[config.mk]
export PLATFORM = sky130hd
export DESIGN_NAME = rtc_set_ctrl
export DESIGN_NICKNAME = d
export VERILOG_FILES = /design/src/rtl/rtc_set_ctrl.sv
export SDC_FILE = /design/constraint.sdc
export NUM_CORES = 1
export LEC_CHECK = 0
export ABC_AREA = 1
export CORE_MARGIN = 5
export CORE_UTILIZATION = 31
export CTS_CLUSTER_DIAMETER = 30
export DETAILED_ROUTE_END_ITERATION = 10
export PLACE_DENSITY = 0.55
export SYNTH_ARGS = -nofsm -noshare
export SYNTH_HDL_FRONTEND = slang
export SYNTH_SLANG_ARGS = --single-unit
[constraint.sdc]
create_clock -name clk -period 2 [get_ports clk]
set_input_delay 0.4 -clock clk [delete_from_list [all_inputs] [get_ports clk]]
set_output_delay 0.4 -clock clk [all_outputs]
set_load 0.01 [all_outputs]
[src/rtl/rtc_set_ctrl.sv]
// rtc_set_ctrl: button-driven time/alarm setting controller for an RTC.
// Edits the current time field by field, commits it with a one-cycle write
// strobe, then lets the user adjust the alarm hour and minute. All outputs
// are registered; display values select live time, edit copy or alarm.
module rtc_set_ctrl #(
    parameter int CLKFREQ   = 50000000,
    parameter int TIMEOUT_S = 10,
    parameter int BLINK_CYC = CLKFREQ / 4
) (
    input  logic        clk,
    input  logic        rst_n,
    input  logic        btn_mode,
    input  logic        btn_inc,
    input  logic        btn_dec,
    input  logic        btn_alarm,
    input  logic [7:0]  cur_hh,
    input  logic [7:0]  cur_mm,
    input  logic [7:0]  cur_ss,
    output logic        wr,
    output logic [31:0] hhmmss,
    output logic [7:0]  disp_hh,
    output logic [7:0]  disp_mm,
    output logic [7:0]  disp_ss,
    output logic [2:0]  edit_field,
    output logic        blink,
    output logic        alarm_on,
    output logic        alarm_ring
);

    typedef enum logic [2:0] {
        RUN    = 3'd0,
        SET_HH = 3'd1,
        SET_MM = 3'd2,
        SET_SS = 3'd3,
        COMMIT = 3'd4,
        AL_HH  = 3'd5,
        AL_MM  = 3'd6
    } state_t;

    localparam logic [31:0] TO_LAST = 32'(TIMEOUT_S * CLKFREQ - 1);
    localparam logic [31:0] BL_LAST = 32'(BLINK_CYC - 1);

    // Step a field by one with wrap-around between 0 and top.
    function automatic logic [7:0] step_wrap(input logic [7:0] v, input logic [7:0] top,
                                             input logic up);
        logic [7:0] r;
        if (up) begin
            if (v >= top) r = 8'd0;
            else          r = v + 8'd1;
        end else begin
            if ((v == 8'd0) || (v > top)) r = top;
            else                          r = v - 8'd1;
        end
        return r;
    endfunction

    // True for the states where the user is adjusting a field.
    function automatic logic is_edit(input state_t s);
        logic r;
        case (s)
            SET_HH, SET_MM, SET_SS, AL_HH, AL_MM: r = 1'b1;
            default:                              r = 1'b0;
        endcase
        return r;
    endfunction

    state_t      state_r, state_nxt_s;
    logic [7:0]  edit_hh_r, edit_mm_r, edit_ss_r;
    logic [7:0]  edit_hh_nxt_s, edit_mm_nxt_s, edit_ss_nxt_s;
    logic [7:0]  al_hh_r, al_mm_r, al_hh_nxt_s, al_mm_nxt_s;
    logic [31:0] tcnt_r, bcnt_r, hhmmss_r;
    logic        wr_r, blink_r, alarm_on_r, alarm_ring_r, al_done_r;
    logic [2:0]  edit_field_r;
    logic [7:0]  disp_hh_r, disp_mm_r, disp_ss_r;
    logic        any_btn_s, adj_s, timeout_s, match_min_s, ring_set_s, ring_clr_s;

    // Mode wins over inc/dec; simultaneous inc and dec cancel out.
    assign any_btn_s   = btn_mode | btn_inc | btn_dec | btn_alarm;
    assign adj_s       = (btn_inc ^ btn_dec) & ~btn_mode;
    assign timeout_s   = is_edit(state_r) & ~any_btn_s & (tcnt_r == TO_LAST);
    assign match_min_s = (cur_hh == al_hh_r) && (cur_mm == al_mm_r);
    assign ring_set_s  = (state_r == RUN) && alarm_on_r && match_min_s && (cur_ss == 8'd0)
                         && !al_done_r && !alarm_ring_r;
    assign ring_clr_s  = btn_alarm || (cur_mm != al_mm_r) || !alarm_on_r || (state_nxt_s != RUN);

    // Next-state and next field values for the edit/alarm registers.
    always_comb begin
        state_nxt_s   = state_r;
        edit_hh_nxt_s = edit_hh_r;
        edit_mm_nxt_s = edit_mm_r;
        edit_ss_nxt_s = edit_ss_r;
        al_hh_nxt_s   = al_hh_r;
        al_mm_nxt_s   = al_mm_r;
        if (timeout_s) begin
            state_nxt_s = RUN;
        end else begin
            case (state_r)
                RUN: begin
                    if (btn_mode) begin
                        state_nxt_s   = SET_HH;
                        edit_hh_nxt_s = cur_hh;
                        edit_mm_nxt_s = cur_mm;
                        edit_ss_nxt_s = cur_ss;
                    end else begin
                        state_nxt_s = RUN;
                    end
                end
                SET_HH: begin
                    if (btn_mode)   state_nxt_s = SET_MM;
                    else if (adj_s) edit_hh_nxt_s = step_wrap(edit_hh_r, 8'd23, btn_inc);
                    else            state_nxt_s = SET_HH;
                end
                SET_MM: begin
                    if (btn_mode)   state_nxt_s = SET_SS;
                    else if (adj_s) edit_mm_nxt_s = step_wrap(edit_mm_r, 8'd59, btn_inc);
                    else            state_nxt_s = SET_MM;
                end
                SET_SS: begin
                    if (btn_mode)   state_nxt_s = COMMIT;
                    else if (adj_s) edit_ss_nxt_s = step_wrap(edit_ss_r, 8'd59, btn_inc);
                    else            state_nxt_s = SET_SS;
                end
                COMMIT: state_nxt_s = AL_HH;
                AL_HH: begin
                    if (btn_mode)   state_nxt_s = AL_MM;
                    else if (adj_s) al_hh_nxt_s = step_wrap(al_hh_r, 8'd23, btn_inc);
                    else            state_nxt_s = AL_HH;
                end
                AL_MM: begin
                    if (btn_mode)   state_nxt_s = RUN;
                    else if (adj_s) al_mm_nxt_s = step_wrap(al_mm_r, 8'd59, btn_inc);
                    else            state_nxt_s = AL_MM;
                end
                default: state_nxt_s = RUN;
            endcase
        end
    end

    // State, edit/alarm values, write strobe and field indicator registers.
    always_ff @(posedge clk or negedge rst_n) begin
        if (!rst_n) begin
            state_r      <= RUN;
            edit_hh_r    <= 8'd0;
            edit_mm_r    <= 8'd0;
            edit_ss_r    <= 8'd0;
            al_hh_r      <= 8'd0;
            al_mm_r      <= 8'd0;
            wr_r         <= 1'b0;
            hhmmss_r     <= 32'd0;
            edit_field_r <= 3'b000;
        end else begin
            state_r   <= state_nxt_s;
            edit_hh_r <= edit_hh_nxt_s;
            edit_mm_r <= edit_mm_nxt_s;
            edit_ss_r <= edit_ss_nxt_s;
            al_hh_r   <= al_hh_nxt_s;
            al_mm_r   <= al_mm_nxt_s;
            wr_r      <= (state_nxt_s == COMMIT);
            if (state_nxt_s == COMMIT) hhmmss_r <= {8'h00, edit_hh_nxt_s, edit_mm_nxt_s, edit_ss_nxt_s};
            else                       hhmmss_r <= hhmmss_r;
            case (state_nxt_s)
                SET_HH, AL_HH: edit_field_r <= 3'b100;
                SET_MM, AL_MM: edit_field_r <= 3'b010;
                SET_SS:        edit_field_r <= 3'b001;
                default:       edit_field_r <= 3'b000;
            endcase
        end
    end

    // Inactivity counter: runs only while editing, cleared by any button.
    always_ff @(posedge clk or negedge rst_n) begin
        if (!rst_n)                              tcnt_r <= 32'd0;
        else if (!is_edit(state_r) || any_btn_s) tcnt_r <= 32'd0;
        else                                     tcnt_r <= tcnt_r + 32'd1;
    end

    // Blink phase generator, restarted on entry to the edit states.
    always_ff @(posedge clk or negedge rst_n) begin
        if (!rst_n) begin
            bcnt_r  <= 32'd0;
            blink_r <= 1'b0;
        end else if (!is_edit(state_r) || !is_edit(state_nxt_s)) begin
            bcnt_r  <= 32'd0;
            blink_r <= 1'b0;
        end else if (bcnt_r == BL_LAST) begin
            bcnt_r  <= 32'd0;
            blink_r <= ~blink_r;
        end else begin
            bcnt_r  <= bcnt_r + 32'd1;
            blink_r <= blink_r;
        end
    end

    // Alarm arming, ringing and once-per-minute latch.
    always_ff @(posedge clk or negedge rst_n) begin
        if (!rst_n) begin
            alarm_on_r   <= 1'b0;
            alarm_ring_r <= 1'b0;
            al_done_r    <= 1'b0;
        end else begin
            if ((state_r == RUN) && btn_alarm && !alarm_ring_r) alarm_on_r <= ~alarm_on_r;
            else                                               alarm_on_r <= alarm_on_r;
            if (ring_clr_s)      alarm_ring_r <= 1'b0;
            else if (ring_set_s) alarm_ring_r <= 1'b1;
            else                 alarm_ring_r <= alarm_ring_r;
            if (!match_min_s)    al_done_r <= 1'b0;
            else if (ring_set_s) al_done_r <= 1'b1;
            else                 al_done_r <= al_done_r;
        end
    end

    // Display registers; with no buttons they track the live time, also in reset.
    always_ff @(posedge clk) begin
        case (state_nxt_s)
            SET_HH, SET_MM, SET_SS: begin
                disp_hh_r <= edit_hh_nxt_s;
                disp_mm_r <= edit_mm_nxt_s;
                disp_ss_r <= edit_ss_nxt_s;
            end
            AL_HH, AL_MM: begin
                disp_hh_r <= al_hh_nxt_s;
                disp_mm_r <= al_mm_nxt_s;
                disp_ss_r <= 8'd0;
            end
            default: begin
                disp_hh_r <= cur_hh;
                disp_mm_r <= cur_mm;
                disp_ss_r <= cur_ss;
            end
        endcase
    end

    assign wr         = wr_r;
    assign hhmmss     = hhmmss_r;
    assign disp_hh    = disp_hh_r;
    assign disp_mm    = disp_mm_r;
    assign disp_ss    = disp_ss_r;
    assign edit_field = edit_field_r;
    assign blink      = blink_r;
    assign alarm_on   = alarm_on_r;
    assign alarm_ring = alarm_ring_r;

endmodule
; ---- Word level (Yosys, flattened, before mapping)
; Index checks and enable logic that the tools add are counted.
; Widths: inputs -> output; s select.
[totals]
n_memories = 0
wordCells = 173
mem_bits_rw = 0
latch_bits = 0
rom_bits = 0
out_inout_bits = 63
register_bits = 163
[classes]
n_shift = 0
reduce_logical = 39
n_eq_ne = 18
div_mod_pow = 0
n_mul = 0
addsub = 12
n_lt_le_gt_ge = 10
n_bitwise = 11
n_mux = 65
[op_table]
columns = op, count
row1 = $mux 8, 35
row2 = $mux 32, 3
row3 = $pmux 8 s2, 6
row4 = $add 32x1->32 const B, 2
row5 = $logic_not 8->1, 6
row6 = $add 8x1->8 const B, 5
row7 = $sub 8x1->8 const B, 5
row8 = $mux 3, 11
row9 = $eq 32x24->1 const B, 1
row10 = $eq 32x29->1 const B, 1
row11 = $ge 8x6->1 const B, 3
row12 = $gt 8x6->1 const B, 3
row13 = $pmux 3 s7, 1
row14 = $eq 3x3->1 const B, 6
row15 = $eq 8x8->1, 2
row16 = $ge 8x5->1 const B, 2
row17 = $gt 8x5->1 const B, 2
row18 = $eq 3x2->1 const B, 4
row19 = $logic_or 1x1->1, 10
row20 = $reduce_or 5->1, 2
row21 = $pmux 3 s3, 1
row22 = $logic_and 1x1->1, 8
row23 = $mux 1, 8
row24 = $ne 8x8->1, 1
row25 = other kinds (12), 27

; ---- Logic depth before layout (Yosys ltp)
; Gate-level depths: netlist of run 1.
[logic_depth]
word_depth = 13
mapped_depth = 14
depth_no_buf = 14

; ---- Worst setup path before layout of run 1
; Ideal clock, no wire load.
[synth_timing]
path_kind = flip-flop to flip-flop
start = reg tcnt_r[0]
end = reg bcnt_r[20]
n_path_buf = 1
t_arrival_ps = 1686
required_time_ps = 1881
setup_slack_ps = 195
stages_incl_launch_ff = 12
setup_time_ps = 119
cell_sequence = dfrtp_1 > ha_1 > nand2_1 > nor2_2 > nand2_1 > nor2_2 > nand3_4 > o21ai_4 > nor2_4 > nand2_2 > buf_6 > nor2_1
[synth_between]
elab_chain_len = 9
word_cells_on_any_way = 13
cone_classes = eq/ne: 6 / mux: 3 / bitwise: 1 / reduce/logical: 3
[synth_lines]
columns = element, line
row1 = start: declaration, 71  ; logic [31:0] tcnt_r, bcnt_r, hhmmss_r;
row2 = start signal: assignment, 174  ; else tcnt_r <= tcnt_r + 32'd1;
row3 = $eq 32x29->1 *, 80  ; assign timeout_s = is_edit(state_r) & ~any_btn_s & (tcnt_r == TO_LAST);
row4 = $and 1x1->1 *, 80
row5 = $mux 3 *, 94  ; if (timeout_s) begin
row6 = "$eq 3x3->1, or another cell as far along", 60  ; case (s)
row7 = $reduce_or 5->1 *, 60
row8 = $mux 1 *, 60
row9 = $logic_not 1->1 *, 182  ; end else if (!is_edit(state_r) || !is_edit(state_nxt_s)) begin
row10 = $logic_or 1x1->1 *, 182
row11 = $mux 32 *, 182
row12 = end signal: assignment, 189  ; bcnt_r <= bcnt_r + 32'd1;
row13 = end: declaration, 71
; Mark *: on every way between the ends. The rest lies on a longest branch, timed or not.
; A chain may end at the register's enable or synchronous reset.

; ---- Final worst setup path of run 1
[layout_timing]
start = reg edit_ss_r[0]
end = reg hhmmss_r[2], in the netlist hhmmss[2]
[layout_between]
elab_chain_len = 8
word_cells_on_any_way = 13
cone_classes = add/sub: 2 / order compare: 2 / mux: 7 / reduce/logical: 2
[layout_lines]
columns = element, line
row1 = start: declaration, 68  ; logic [7:0] edit_hh_r, edit_mm_r, edit_ss_r;
row2 = start signal: assignment, 155  ; edit_ss_r <= edit_ss_nxt_s;
row3 = $gt 8x6->1 or $logic_not 8->1 (tied branches), 51  ; if ((v == 8'd0) || (v > top)) r = top;
row4 = $logic_or 1x1->1, 51
row5 = $mux 8, 51
row6 = $mux 8 *, 47  ; if (up) begin
row7 = $mux 8 *, 120  ; else if (adj_s) edit_ss_nxt_s = step_wrap(edit_ss_r, 8'd59, btn_inc);
row8 = $mux 8 *, 119  ; if (btn_mode) state_nxt_s = COMMIT;
row9 = $pmux 8 s2 *, 97  ; case (state_r)
row10 = $mux 8 *, 94
row11 = net edit_ss_nxt_s[2], 69  ; logic [7:0] edit_hh_nxt_s, edit_mm_nxt_s, edit_ss_nxt_s;
row12 = end signal: assignment, 159  ; if (state_nxt_s == COMMIT) hhmmss_r <= {8'h00, edit_hh_nxt_s, edit_mm_nxt_s, edit_ss_nxt_s};
row13 = end signal: assignment, 160  ; else hhmmss_r <= hhmmss_r;
row14 = end: declaration, 71
; The timed path passes the listed nets; every way through them passes the cells marked *.

==> results.cfg, run 1 <==
[yosys]
synth_edf_count = 0
syn_area_sq_um = 10100
ys.flop_type = dfrtp_1
synth_cells = 1449
synth-xor-area-share_pct = 5.39
synth_seq_cells = 163
synth-simple-area-share_pct = 38.4
synth_area_per_cell_sq_um = 6.95
synth-warning-count = 0
synth_top_family_by_area = simple AND/OR/NAND/NOR gates
ys_seq_area_share_pct = 39.3
synth_cell_type_count = 50
synthArstFlopShare_pct = 85.3
synth-compound-area-share_pct = 7.20
yosys-mux-area-fraction_pct = 0
synthAdderAreaFrac_pct = 1.86

[route]
drc = 0
avgRoutedWirePerCell_um = 15.2
dr.pass1.iters = 5
avgViaCountPerCell = 4.77
drtIter0Drc = 664
wirelength_mm = 32.0
vias = 10100
ant_nets = 0

[place]
dpl.hpwl_mm = 24.6
post_dp_cell_area_sq_um = 12400
numPortBuffers = 84
globalplace.congestion = 0.957

[global_routing]
antenna_found_initial = 0
gr-usage-all-layers_pct = 17.8
grt_max_degree = 40
grt_pass1_wl_mm = 52.1
grt_pass1_vias = 9791
gr-total-overflow = 0

[power]
ir_drop_mv = 0.699
power_mw = 16.8
power.leakage_nw = 5.92
power.density_nw_per_um2 = 1280

[cts]
numCtsBuffers = 17
path_clk_slew_ns = 0.07
clock_sinks = 163
cts-htree-levels = 4
cts_tree = done
clk_latency_ns = 0.44
ctsLongestPathBuffers = 2
cts_root_buf = clkbuf_16

[timing]
fin_setup_tns_ns = 0
fin_crit_ns = 1.86
whs_ns = 0.448
skew_ns = 0.0170
finalSetupViolations = 0
hold_violations = 0
fmax_ghz = 0.539
post-route-period-util_pct = 92.8
drv_slew = 0

[run_status]
run_status = finished, final reports clean

[setup_path]
start_kind = flop
arrival_ns = 2.18
required_ns = 2.33
reg2reg_slack_ns = 0.14
cp_max_fo = 6
crit_path_end_kind = flop
crit_type = flop to flop

[die]
die_h_um = 190
start_util_pct = 31.2
ios = 93
die_x_um = 190
dieArea_sq_um = 36200
row_count = 66
coreArea_sq_um = 32300

[worst_hold_path]
holdCritPathClass = input port to asynchronous set/reset pin

[finish]
nets = 1700
num_antenna_cells = 0
post_route_cells_drive_above_1_share_pct = 15.5
fin_area_sq_um = 13200
area_delta_synth_final_pct = 30.9
final_util_pct = 40.8

[job]
timing.max_cap.violations = 0
==> power by group <==
| group | leakage, nW | switching [mW] | total (mW) | internal (mW) |
|---|---|---|---|---|
| registers | 2.04 | 0.808 | 5.03 | 4.23 |
| logic | 3.62 | 4.97 | 8.52 | 3.55 |
| clock network | 0.269 | 1.48 | 3.27 | 1.80 |
| total | 5.92 | 7.25 | 16.8 | 9.57 |
==> path summary, 6_finish.rpt <==
check	cells after the start	to	from
setup / recovery	14	hhmmss[2]	edit_ss_r[0]
hold / removal	2	bcnt_r[26]	rst_n
setup reg to reg	14	hhmmss[2]	edit_ss_r[0]
hold reg to reg	2	hhmmss[3]	hhmmss[3]
max in group asynchronous	3	bcnt_r[19]	rst_n
min in group clk	2	hhmmss[3]	hhmmss[3]
==> synthesized netlist by cell type (all sizes together), types with 14 or more instances <==
master | n | share of area (%)
nand2 | 484 | 18
nor2 | 179 | 7.5
dfrtp | 139 | 35
inv | 139 | 5.2
nand3 | 103 | 5.3
o21ai | 64 | 3.3
nor3 | 50 | 2.6
nand4 | 45 | 2.8
xor2 | 43 | 3.7
a21oi | 42 | 2.1
buf | 32 | 2.0
dfxtp | 24 | 4.8
xnor2 | 19 | 1.7
ha | 15 | 1.9
clkbuf | 14 | 0.52
o211ai | 14 | 1.0
==> layer usage <==
layer	up-vias	part of all wire (%)	GRT usage, %	routed length [um]
li1	5074	-	-	-
met1	4672	47	24.8	15000
met2	262	46	28.7	14800
met3	50	4.4	2.83	1410
met4	0	2.4	5.47	770
met5	-	0	0	0
==> flip-flops by register name (all words and copies together), names as in the netlist, 3 cells and up <==
| signal | count |
|---|---|
| state_r | 3 |
| edit_ss_r | 8 |
| disp_ss | 8 |
| edit_hh_r | 8 |
| disp_hh | 8 |
| edit_field | 3 |
| al_mm_r | 8 |
| edit_mm_r | 8 |
| disp_mm | 8 |
| bcnt_r | 32 |
| tcnt_r | 32 |
| hhmmss | 24 |
| al_hh_r | 8 |
==> placed cells by master (no fill, tap or decap), types with 3 or more instances in the layout <==
cell type / n
clkdlybuf4s50_1: 82
nand2_1: 472
ha_2: 7
nor3_2: 4
xor2_1: 43
dfrtp_2: 3
clkbuf_16: 17
nor2_1: 157
dfrtp_1: 136
or2_2: 7
o21ai_0: 58
nor2_2: 11
inv_6: 3
nand3_1: 98
buf_12: 11
o211ai_1: 14
a21oi_2: 3
conb_1: 8
nor4_1: 12
nor3_1: 44
nand2_2: 10
clkinvlp_4: 6
nand4_1: 45
nor2_4: 10
xnor2_1: 19
nor3b_1: 3
nand3_2: 4
ha_1: 7
inv_2: 13
inv_1: 125
buf_4: 130
clkinv_4: 3
o21ai_1: 3
a21oi_1: 39
dfxtp_1: 24
==> through the flow <==
stage | setup WS, ns | cells
2_1_floorplan | 0.195 | 1456
3_3_place_gp | -0.317 | 2076
3_5_place_dp | -0.401 | 2076
4_1_cts | 0.0203 | 2109
5_1_grt | -0.00241 | 2110
6_report | 0.143 | 2110
==> critical path, cell delays in order (launching register included) <==
cell	delay, ns
dfrtp_1	0.40
buf_4	0.16
clkinvlp_4	0.13
ha_2	0.23
inv_1	0.07
nand2_1	0.06
o21ai_0	0.09
xor2_1	0.16
inv_1	0.05
nand3b_1	0.08
nand2_1	0.05
nand2_1	0.06
nand3_2	0.09
nand2_1	0.07
nand2_1	0.04
==> logic make-up (layout without fill, tap and decap cells) <==
kind of cell | after synthesis | in the layout
xor gates and xnor gates | 62 | 62
and+or+nand+nor | 892 | 892
adders and majority gates | 15 | 15
DFF | 163 | 163
other | 1 | 8
AOI/OAI and AO/OA | 129 | 129
buffers and inverters | 187 | 399
==> what timing repair did <==
item / in CTS / in global routing
pin swaps: 0 / 5
setup buffers: 0 / 1
resized for setup: 1 / 47
hold buffers: 1 / 0
hold endpoints to repair: 34 / 0
setup endpoints to repair: 12 / 83
==> cell type report <==
cell class	count	area [sq um]
clock buffers	19	453
clock inverters	13	125
fillers	3300	19100
inverters	141	533
multi-input cells	1106	5500
flip-flops and latches	163	3960
well taps	442	553
repair buffers	226	2050
Power figures use the tool's default switching activity.
==> run 2: changes to the inputs <==
ABC_AREA = not set   (was 1)
PLACE_DENSITY = 0.56   (was 0.55)
==> run 2 against run 1 <==
  * The run now ends with negative setup slack left
  * Area after synthesis decreased by 5.1%
  * Clock skew decreased by 0.0011 ns
  * Sequential power decreased by 4.2%
  * Critical endpoint is now disp_hh[3]
  * Core utilization increased by 8.2 points
  * Highest routed layer unchanged
  * Fmax decreased by 19%
  * Synthesized cell count decreased by 24%
  * Critical path type unchanged
  * Clock-buffer cell count decreased by 2
  * Largest cell class unchanged
  * Worst setup slack got worse by 0.45 ns
  * Wire length increased by 6.7%
==> results.cfg, run 2 <==
[yosys]
synth-warning-count = 0
synth_cells = 1095
synthArstFlopShare_pct = 85.3
synth_area_leaders = dfrtp_1, dfxtp_1, nor2_1
ys.flop_type = dfrtp_1
syn_area_sq_um = 9550
synth_edf_count = 0
synth_seq_cells = 163
synth_top_area_cell = dfrtp_1
synth_cell_type_count = 85
yosysMostFrequentCell = dfrtp_1
ys_seq_area_share_pct = 41.4
synth_commonest_cells = dfrtp_1, nor2_1, nand2_1
synth_top_area_share_pct = 36.4
synth_area_per_cell_sq_um = 8.72

[cts]
cts-htree-levels = 4
ctsLongestPathBuffers = 2
clock_sinks = 163
cts_tree = done
numCtsBuffers = 17
path_clk_slew_ns = 0.08
cts_root_buf = clkbuf_16
clk_latency_ns = 0.44

[finish]
final_util_pct = 49.0
num_antenna_cells = 0
post_route_cells_drive_above_1_share_pct = 36.2
nets = 1495
area_delta_synth_final_pct = 56.6
instances_no_fill = 1859
fin_area_sq_um = 15000
final_cell_mix = buf_4, dfrtp_1, nand2_1
final_common_cell = buf_4
fill_cells = 2819

[setup_path]
crit_type = flop to flop
crit_path_end_kind = flop
cp_max_fo = 6
arrival_ns = 2.63
reg2reg_from = tcnt_r[1]
required_ns = 2.33
start_kind = flop
crit_path_start = tcnt_r[1]

[timing]
skew_ns = 0.0159
post-route-period-util_pct = 115
rsz0062_at_grt = yes
tightestPinTransition_ns = 0.685
drv_slew = 0
hold_violations = 0
fin_crit_ns = 2.30
fin_ws_ns = -0.302
fmax_ghz = 0.434
slew_headroom_pct = 54.3
finalSetupViolations = 93

[route]
vias = 9759
drc = 0
wirelength_mm = 34.2
drtIter0Drc = 690
ant_nets = 0
avgRoutedWirePerCell_um = 18.4
avgViaCountPerCell = 5.25
dr.pass1.iters = 6

[global_routing]
grt_pass1_wl_mm = 51.4
antenna_found_initial = 0
gr-total-overflow = 0
grt_max_degree = 62
grt_pass1_vias = 9441
gr-usage-all-layers_pct = 18.9

[power]
power.density_nw_per_um2 = 1370
power_mw = 20.5
ir_drop_mv = 0.643
power.leakage_nw = 6.36

[die]
coreArea_sq_um = 30500
die_x_um = 186
dieArea_sq_um = 34400
ios = 93
start_util_pct = 31.3
die_h_um = 186
row_count = 64

[run_status]
violations = negative setup slack
run_status = complete, but fails checks

[worst_hold_path]
holdCritPathClass = input port to flop
hold_start = btn_alarm

[place]
numPortBuffers = 84
globalplace.congestion = 0.921
dp.cells = 1788
post_dp_cell_area_sq_um = 12900
place_ws_ns = -1.07
dpl.hpwl_mm = 24.3

[job]
timing.max_cap.violations = 0
run 2: where the power goes:
part           internal, mW  total [mW]  switching (mW)  leakage (nW)
combinational          6.14        12.3            6.18          4.01
sequential             4.15        4.82           0.673          2.05
clock                  1.78        3.39            1.60         0.293
run 2: critical path, cell delays in order (launching register included):
cell      delay (ns)
dfrtp_1         0.35
ha_2            0.18
nand4_1         0.11
or2_4           0.28
or4_4           0.62
buf_6           0.17
nand2b_4        0.07
o31ai_2         0.08
a221o_1         0.32
run 2: cell families (layout without fill, tap and decap cells):
logic type                 after synthesis  in the layout  share of synthesized area [%]
other                                    1              8                         0.0393
buffers and inverters                  116            477                           5.33
muxes                                    9              9                          0.995
AOI/OAI and AO/OA                      225            225                           16.5
xor gates and xnor gates                83             83                           7.61
adders and majority gates               16             16                           2.07
DFF                                    163            163                           41.4
and+or+nand+nor                        482            482                           26.0
run 2: path summary, 6_finish.rpt:
| check | end | slack [ns] | depth (start not counted) |
|---|---|---|---|
| max | disp_hh[3] | -0.30 | 8 |
| min | alarm_on | 0.42 | 4 |
| max reg2reg | disp_hh[3] | -0.30 | 8 |
| min reg2reg | hhmmss[16] | 0.49 | 2 |
| max in group asynchronous | bcnt_r[1] | 0.78 | 3 |
| min in group asynchronous | al_hh_r[6] | 0.49 | 2 |
run 2: per-stage QoR:
| stage | hold WS (ns) | TNS (ns) |
|---|---|---|
| global route | 0.443 | -24.64 |
| CTS | 0.496 | -25.76 |
| detailed placement | 0.425 | -94.60 |
| floorplan | 0.104 | -9.10 |
| finish | 0.425 | -16.91 |
| global placement | 0.427 | -88.25 |
run 2: what timing repair did:
item,in CTS,in global routing
setup endpoints to repair,118,123
setup buffers,10,29
pin swaps,27,85
gates cloned,2,4
endpoints found under the hold margin,45,0
resized for setup,89,188
hold buffers,1,0
run 2: layout make-up:
| type | count | area (sq um) | area share, % |
|---|---|---|---|
| Clock buffer | 17 | 425 | 2.84 |
| Timing Repair Buffer | 408 | 3580 | 24.0 |
| Tap cell | 396 | 495 | 3.31 |
| Clock inverter | 15 | 164 | 1.10 |
| Sequential cell | 163 | 3970 | 26.5 |
| Multi-Input combinational cell | 823 | 6190 | 41.4 |
| Inverter | 37 | 139 | 0.928 |
run 2: routing by layer:
metal	track usage, %	wire length (um)	vias to the layer above
met5	0	0	-
met4	4.52	572	0
met3	3.52	1830	35
met2	30.6	16400	265
met1	26.2	15400	4779
li1	-	-	4680
